===== src/rtl/mux_arbiter.sv =====
`default_nettype none
//============================================================================
// Module      : mux_arbiter
// Description : Four-requester round-robin arbiter that drives the select of
//               a shared 4:1 mux. Grants are registered and one-hot. An owner
//               keeps the grant until it drops its request.
//               Optional macro MUX_ARB_BURST_LIMIT_EN adds a burst limit:
//               after BURST_MAX cycles the grant rotates if others wait.
// Revision    : 1.0 - initial release
//============================================================================
module mux_arbiter #(
    parameter int BURST_MAX = 4
) (
    input  logic       clk,
    input  logic       rst,
    input  logic [3:0] req,
    input  logic       I0,
    input  logic       I1,
    input  logic       I2,
    input  logic       I3,
    output logic [3:0] gnt,
    output logic       s1,
    output logic       s0,
    output logic       busy,
    output logic       Output
);

    localparam logic [0:0] c_ST_IDLE  = 1'b0;
    localparam logic [0:0] c_ST_GRANT = 1'b1;

    logic [0:0] r_state;
    logic [3:0] r_gnt;
    logic [1:0] r_sel;
    logic [1:0] r_ptr;
    logic       r_busy;

    logic [1:0] w_next;
    logic       w_found;
    logic [1:0] w_idx;
    logic       w_mux;

    // Reject out-of-range burst limits at elaboration time
    if (BURST_MAX < 2 || BURST_MAX > 16) begin : g_burst_max_check
        $error("mux_arbiter: BURST_MAX must be in 2..16");
    end

`ifdef MUX_ARB_BURST_LIMIT_EN
    localparam int c_CNT_W = $clog2(BURST_MAX + 1);

    logic [c_CNT_W-1:0] r_cnt;
    logic               w_others;
    logic               w_burst_done;

    // Other requesters waiting, and whether the owner used its full burst
    always_comb begin
        w_others     = |(req & ~r_gnt);
        w_burst_done = (r_cnt == c_CNT_W'(BURST_MAX - 1));
    end
`endif

    // Round-robin search: first requester after the last owner, owner last
    always_comb begin
        w_next  = r_ptr;
        w_found = 1'b0;
        w_idx   = r_ptr;
        for (int i = 1; i <= 4; i++) begin
            w_idx = r_ptr + 2'(i);
            if (!w_found && req[w_idx]) begin
                w_next  = w_idx;
                w_found = 1'b1;
            end
        end
    end

    // Grant state machine with registered grant, select and pointer
    always_ff @(posedge clk) begin
        if (rst) begin
            r_state <= c_ST_IDLE;
            r_gnt   <= 4'b0000;
            r_busy  <= 1'b0;
            r_sel   <= 2'd0;
            r_ptr   <= 2'd3;
`ifdef MUX_ARB_BURST_LIMIT_EN
            r_cnt   <= '0;
`endif
        end else begin
            case (r_state)
                c_ST_IDLE: begin
                    if (w_found) begin
                        r_state <= c_ST_GRANT;
                        r_gnt   <= 4'b0001 << w_next;
                        r_busy  <= 1'b1;
                        r_sel   <= w_next;
                        r_ptr   <= w_next;
`ifdef MUX_ARB_BURST_LIMIT_EN
                        r_cnt   <= '0;
`endif
                    end
                end
                default: begin
                    if (!req[r_sel]) begin
                        // Owner released: hand over directly, or go idle
                        if (w_found) begin
                            r_gnt  <= 4'b0001 << w_next;
                            r_sel  <= w_next;
                            r_ptr  <= w_next;
`ifdef MUX_ARB_BURST_LIMIT_EN
                            r_cnt  <= '0;
`endif
                        end else begin
                            r_state <= c_ST_IDLE;
                            r_gnt   <= 4'b0000;
                            r_busy  <= 1'b0;
                        end
                    end
`ifdef MUX_ARB_BURST_LIMIT_EN
                    else if (w_burst_done && w_others) begin
                        // Burst exhausted with others waiting: rotate
                        r_gnt <= 4'b0001 << w_next;
                        r_sel <= w_next;
                        r_ptr <= w_next;
                        r_cnt <= '0;
                    end else if (!w_burst_done) begin
                        r_cnt <= r_cnt + 1'b1;
                    end
`endif
                end
            endcase
        end
    end

    // Shared mux, forced low while no one owns it
    always_comb begin
        case (r_sel)
            2'd0:    w_mux = I0;
            2'd1:    w_mux = I1;
            2'd2:    w_mux = I2;
            default: w_mux = I3;
        endcase
    end

    assign gnt    = r_gnt;
    assign s1     = r_sel[1];
    assign s0     = r_sel[0];
    assign busy   = r_busy;
    assign Output = r_busy & w_mux;

endmodule
`default_nettype wire


===== config.mk =====
export PLATFORM = sky130hd
export DESIGN_NAME = mux_arbiter
export DESIGN_NICKNAME = d
export VERILOG_FILES = /design/src/rtl/mux_arbiter.sv
export SDC_FILE = /design/constraint.sdc
export NUM_CORES = 1
export LEC_CHECK = 0
export CAP_MARGIN = 25
export CORE_MARGIN = 5
export CORE_UTILIZATION = 30
export DETAILED_ROUTE_END_ITERATION = 8
export PLACE_DENSITY = 0.63
export SYNTH_ARGS = -nofsm -noshare
export SYNTH_HDL_FRONTEND = slang
export SYNTH_SLANG_ARGS = --single-unit

===== constraint.sdc =====
create_clock -name clk -period 1.59 [get_ports clk]
set_clock_uncertainty 0.1 [all_clocks]
set_input_delay 0.318 -clock clk [delete_from_list [all_inputs] [get_ports clk]]
set_output_delay 0.318 -clock clk [all_outputs]
set_load 0.02 [all_outputs]

* After elaboration in Yosys (flattened, before gate mapping)
Cells that the tools add are included.
Widths: inputs -> output; s select.
** Storage, ports and cells
- Input bits :: 10
- Logic and storage cells :: 65
- Register bits :: 10
** Cells by class
- Reductions and logical operators :: 10
- Bitwise gates (word level) :: 1
- Equality and inequality tests :: 4
- Multiplexer cells :: 36
- Shift operators :: 1
- Order comparisons :: 5
- Add/sub/neg operators :: 3
** Operators with widths (count)
- $mux 2 :: 10
- $mux 1 :: 16
- $mux 4 :: 4
- $lt 2x3->1 const B :: 5
- $bmux 1 s2 :: 5
- $add 2x2->2 const B :: 2
- $ne 2x2->1 const B :: 2
- $shl 1x2->4 const A :: 1
- $logic_and 1x1->1 :: 3
- $logic_not 1->1 :: 3
- $pmux 1 s3 :: 1
- $reduce_and 3->1 :: 1
- $add 2x1->2 const B :: 1
- $eq 2x1->1 const B :: 1
- $eq 2x2->1 const B :: 1
- $logic_not 2->1 :: 1
- $reduce_and 2->1 :: 1
- $reduce_bool 2->1 :: 1
- $and 1x1->1 :: 1

* Logic depth before layout (Yosys ltp)
- Word-level depth :: 17
- Gate-level depth with buffers :: 4
- Mapped depth without buffers :: 4

* Worst setup path before layout
OpenSTA, ideal clock, no wires.
- Path type :: register to register
- From :: reg r_sel[1]
- To :: reg r_ptr[0]
- Setup slack :: -0.289 ns
- Arrival :: 1.656 ns
- Path buffers :: 0
- Cell stages (with the launch flop) :: 5
- Path through :: dfxtp_1 -> mux2_2 -> a221o_2 -> nor4_4 -> o21bai_1
** On the way
- Longest elaborated chain between the ends :: 3
** Ends and longest elaborated chain
- from (decl) :: RTL line 33 : logic [1:0] r_sel;
- from (signal assigned) :: RTL line 93 : r_sel <= w_next;
- from (signal assigned) :: RTL line 105 : r_sel <= w_next;
- $bmux 1 s2 :: RTL line 101 : if (!req[r_sel]) begin
- $mux 1 (not written as such) :: RTL line 101
- $ne 2x2->1 (no line)
- to (signal assigned) :: RTL line 94 : r_ptr <= w_next;
- to (signal assigned) :: RTL line 106 : r_ptr <= w_next;
- to (decl) :: RTL line 34 : logic [1:0] r_ptr;
Every way passes these cells. The select of a mux whose other input is x is not followed.
A chain may end at the register's enable or synchronous reset.

* Worst setup path after layout
- From :: reg r_sel[0]
- To :: out Output
** On the way
- Longest elaborated chain between the ends :: 3
- Elaborated cells between the ends (all ways) :: 5
- Classes of those cells :: eq/ne (2); mux (1); bitwise (1); reduce/logical (1)
** Ends and longest elaborated chain
- $eq 2x2->1, or another cell as far along :: RTL line 134 : case (r_sel)
- $pmux 1 s3 (*) :: RTL line 134
- $and 1x1->1 (*) :: RTL line 146 : assign Output = r_busy & w_mux;
- to (decl) :: RTL line 25 : output logic Output
Every way passes the cells marked *; elsewhere a longest branch is shown, timed or not.

==> summary.log <==
INFO  outcome        run_status=finished with violations
INFO  outcome        violations=negative setup slack
INFO  global_routing grt-ovfl-total=0
INFO  cts            worstSkewPairLatency=0.26ns
INFO  setup_path     critical_path_class=flop to output pin
INFO  yosys          count_of_flip_flops_with_a_built_in_enable_after_synthesis=0
INFO  route          post_drt_via_cell_ratio=4.86
INFO  route          antenna_left=0
INFO  timing         worstMarginPinSlew=0.372ns
INFO  final_layout   final_cell_count_no_fill=116
INFO  setup_path     timing.critical_path.to_type=output pin
INFO  yosys          mappedNetlistNets=69
INFO  setup_path     critical_path_cell_count=3
INFO  global_routing grt_usage=11.9%
INFO  yosys          synth-seq-cells=10
INFO  cts            clk_pin_slew_worst_paths=0.06ns
INFO  timing         max_freq=561MHz
INFO  yosys          yosys-top-cells-count=dfxtp_1, nor2_1, a21oi_1
INFO  setup_path     worstSetupStartpointType=flop
INFO  yosys          synth.lib_cells_used.distinct=26
INFO  placed_design  place.detailed.instances=112
INFO  setup_path     critical-path-max-stage-delay=0.49ns
INFO  hold_path      worst_hold_path.num_cells=1
INFO  yosys          netlist.top_cell.by_area=dfxtp_1
INFO  final_layout   fillers=164
INFO  yosys          netlist_area=548um2
INFO  yosys          synth_cells=59
INFO  global_routing number_of_antenna_violations_at_the_first_check_in_global_routing=0
INFO  timing         hold_viol_final=0
INFO  timing         timing.final.ws_setup=-0.194ns
INFO  yosys          post_synth_main_area_contributors=dfxtp_1, a32o_1, a21oi_1
INFO  power          power.density=976mW/mm2
INFO  power          worst_ir_drop_vdd=649uV
INFO  route          detailedRoute.firstIterationViolations=7
INFO  floorplan      die_h=52.7um
INFO  cts            cts.htree.levels=1
INFO  placed_design  port-buffer-count=17
INFO  route          drt_pre_antenna_iters=3
INFO  yosys          most_used_flip_flop_cell_after_synthesis=dfxtp_1
INFO  floorplan      die_area=0.00278mm2
INFO  setup_path     cp_top_family=multiplexers
INFO  yosys          yosys_warns=0
INFO  hold_path      min_path_type=flop to flop
INFO  power          static_leakage=0.404nW
INFO  yosys          yosysMostFrequentCell=dfxtp_1
INFO  setup_path     worst_path_max_delay_cell=mux4_2
INFO  yosys          synth.avg_cell_area=9.29um2
INFO  timing         maxSlewHeadroom=74.9%
INFO  job            max_cap_violations=0
INFO  final_layout   drive_gt1_share=31.9%
INFO  cts            cts_buffer_depth=2
INFO  yosys          async_reset_ff_share=0%
INFO  route          post-route-drc-count=0
INFO  yosys          synth_largest_type_area_fraction=36.5%
INFO  yosys          synth-seq-area-share=36.5%
INFO  timing         report.final.setup_viol=6
INFO  timing         min_period_over_period=112%
INFO  cts            cts_tree=done
INFO  floorplan      dieWidth=52.7um
INFO  route          routed_wirelength=1.41mm
INFO  cts            cts_bufs_inserted=3
INFO  global_routing grt_pass1_vias=595
INFO  timing         min_period=1.78ns
INFO  setup_path     crit_path_cell_trace=mux4_2 > and2_4 > buf_6
INFO  placed_design  gpl.final_weighted_congestion=0.806
INFO  placed_design  post-dp-hpwl=1.14mm
INFO  timing         final-max-slew-violation-count=0
INFO  route          vias=564
INFO  final_layout   synthToLayoutAreaGrowth=63.5%
INFO  global_routing grt_first_pass_wirelength=2.49mm
INFO  setup_path     critical_path_peak_fanout=2
INFO  setup_path     worst-endpoint-arrival=1.37ns
INFO  route          routedWlPerCell=12.1um
INFO  floorplan      design.core.area=0.00173mm2
INFO  cts            cts_root_buffer=clkbuf_4
INFO  global_routing grt_start_max_net_pins=7
INFO  setup_path     cp_data_required_time=1.17ns
INFO  final_layout   final_nets=102
INFO  cts            clock_sinks=10
INFO  setup_path     critPathBufInv=1
INFO  timing         grt_setup_unrepaired=yes
INFO  final_layout   diodes=0
INFO  placed_design  pre_cts_slack=-0.735ns
INFO  setup_path     worst-r2r-cell-count=4
INFO  floorplan      initial_core_util=31.7%
INFO  floorplan      core.rowCount=15
INFO  floorplan      ios=18
INFO  timing         final.setup.tns=-0.334ns
through the flow:
| step | instance area (um2) | total power, mW | hold WS, ns | util [%] |
|---|---|---|---|---|
| after CTS | 890 | 0.884 | 0.368 | 51.5 |
| after detailed placement | 848 | 0.663 | 0.358 | 49.1 |
| after floorplan | 561 | 0.510 | 0.357 | - |
| after global placement | 848 | 0.658 | 0.356 | 49.1 |
| final | 896 | 0.875 | 0.362 | 51.9 |
| after global routing | 896 | 0.943 | 0.398 | 51.9 |
worst register-to-register path: stages (launching register included):
cell and delay [ns]:
dfxtp_4 0.38, mux2_4 0.32, a221o_2 0.43, nor2_4 0.17, a32o_1 0.17
logic make-up after synthesis:
kind of cell,count (synthesis),synth area share (%)
simple gates,25,27.4
mux,3,9.59
compound gates,19,25.1
buf+inv,2,1.37
flops,10,36.5
worst paths after layout:
path	start	to	slack, ns
hold reg to reg	gnt[1]	gnt[1]	0.36
setup / recovery	r_sel[0]	Output	-0.19
hold / removal	gnt[1]	gnt[1]	0.36
setup reg to reg	r_sel[1]	gnt[0]	-0.03
metal layers:
layer  vias up  part of all wire (%)  GRT usage [%]
met5         -                     0              0
met4         0                     0              0
met3         0                   9.2           6.27
met2        17                    50           21.3
met1       256                    40           13.2
li1        291                     -              -
report_power, final:
part / switching (mW) / internal (mW)
combinational: 0.161 / 0.170
clock: 0.0837 / 0.139
sequential: 0.0309 / 0.289
total: 0.276 / 0.599
state kept, by name (all words and copies together) (netlist names):
signal and flops:
r_state 1, r_ptr 2, gnt 4, r_sel 2, busy 1
cell usage in the layout, fill, tap and decap left out, types with 2 or more instances in the layout:
cell type	synthesis	final
dlygate4sd2_1	0	14
buf_4	0	11
dfxtp_1	10	8
nor2_1	7	6
a21oi_1	6	5
a32o_1	4	4
nor2b_1	3	3
nand2b_1	3	3
nor3_1	3	3
nand2_1	3	3
clkbuf_4	0	3
mux2_4	1	2
nor4_4	1	2
o21ai_0	2	2
buf_6	0	2
what timing repair did:
action | 4_1_cts | 5_1_grt
gates cloned | 0 | 0
gates resized for setup | 26 | 2
pin swaps | 9 | 0
hold buffers | 0 | 0
buffers inserted | 0 | 0
setup endpoints to repair | 17 | 9
cell type report:
class / count / area (um2) / area share, %
timing repair buffer: 29 / 250 / 27.9
tap: 25 / 31.3 / 3.49
sequential: 10 / 205 / 22.9
multi-input combinational: 47 / 369 / 41.2
inverter: 1 / 3.75 / 0.419
clock buffer: 4 / 36.3 / 4.05
Note: power is estimated with default switching activity, not from simulation.
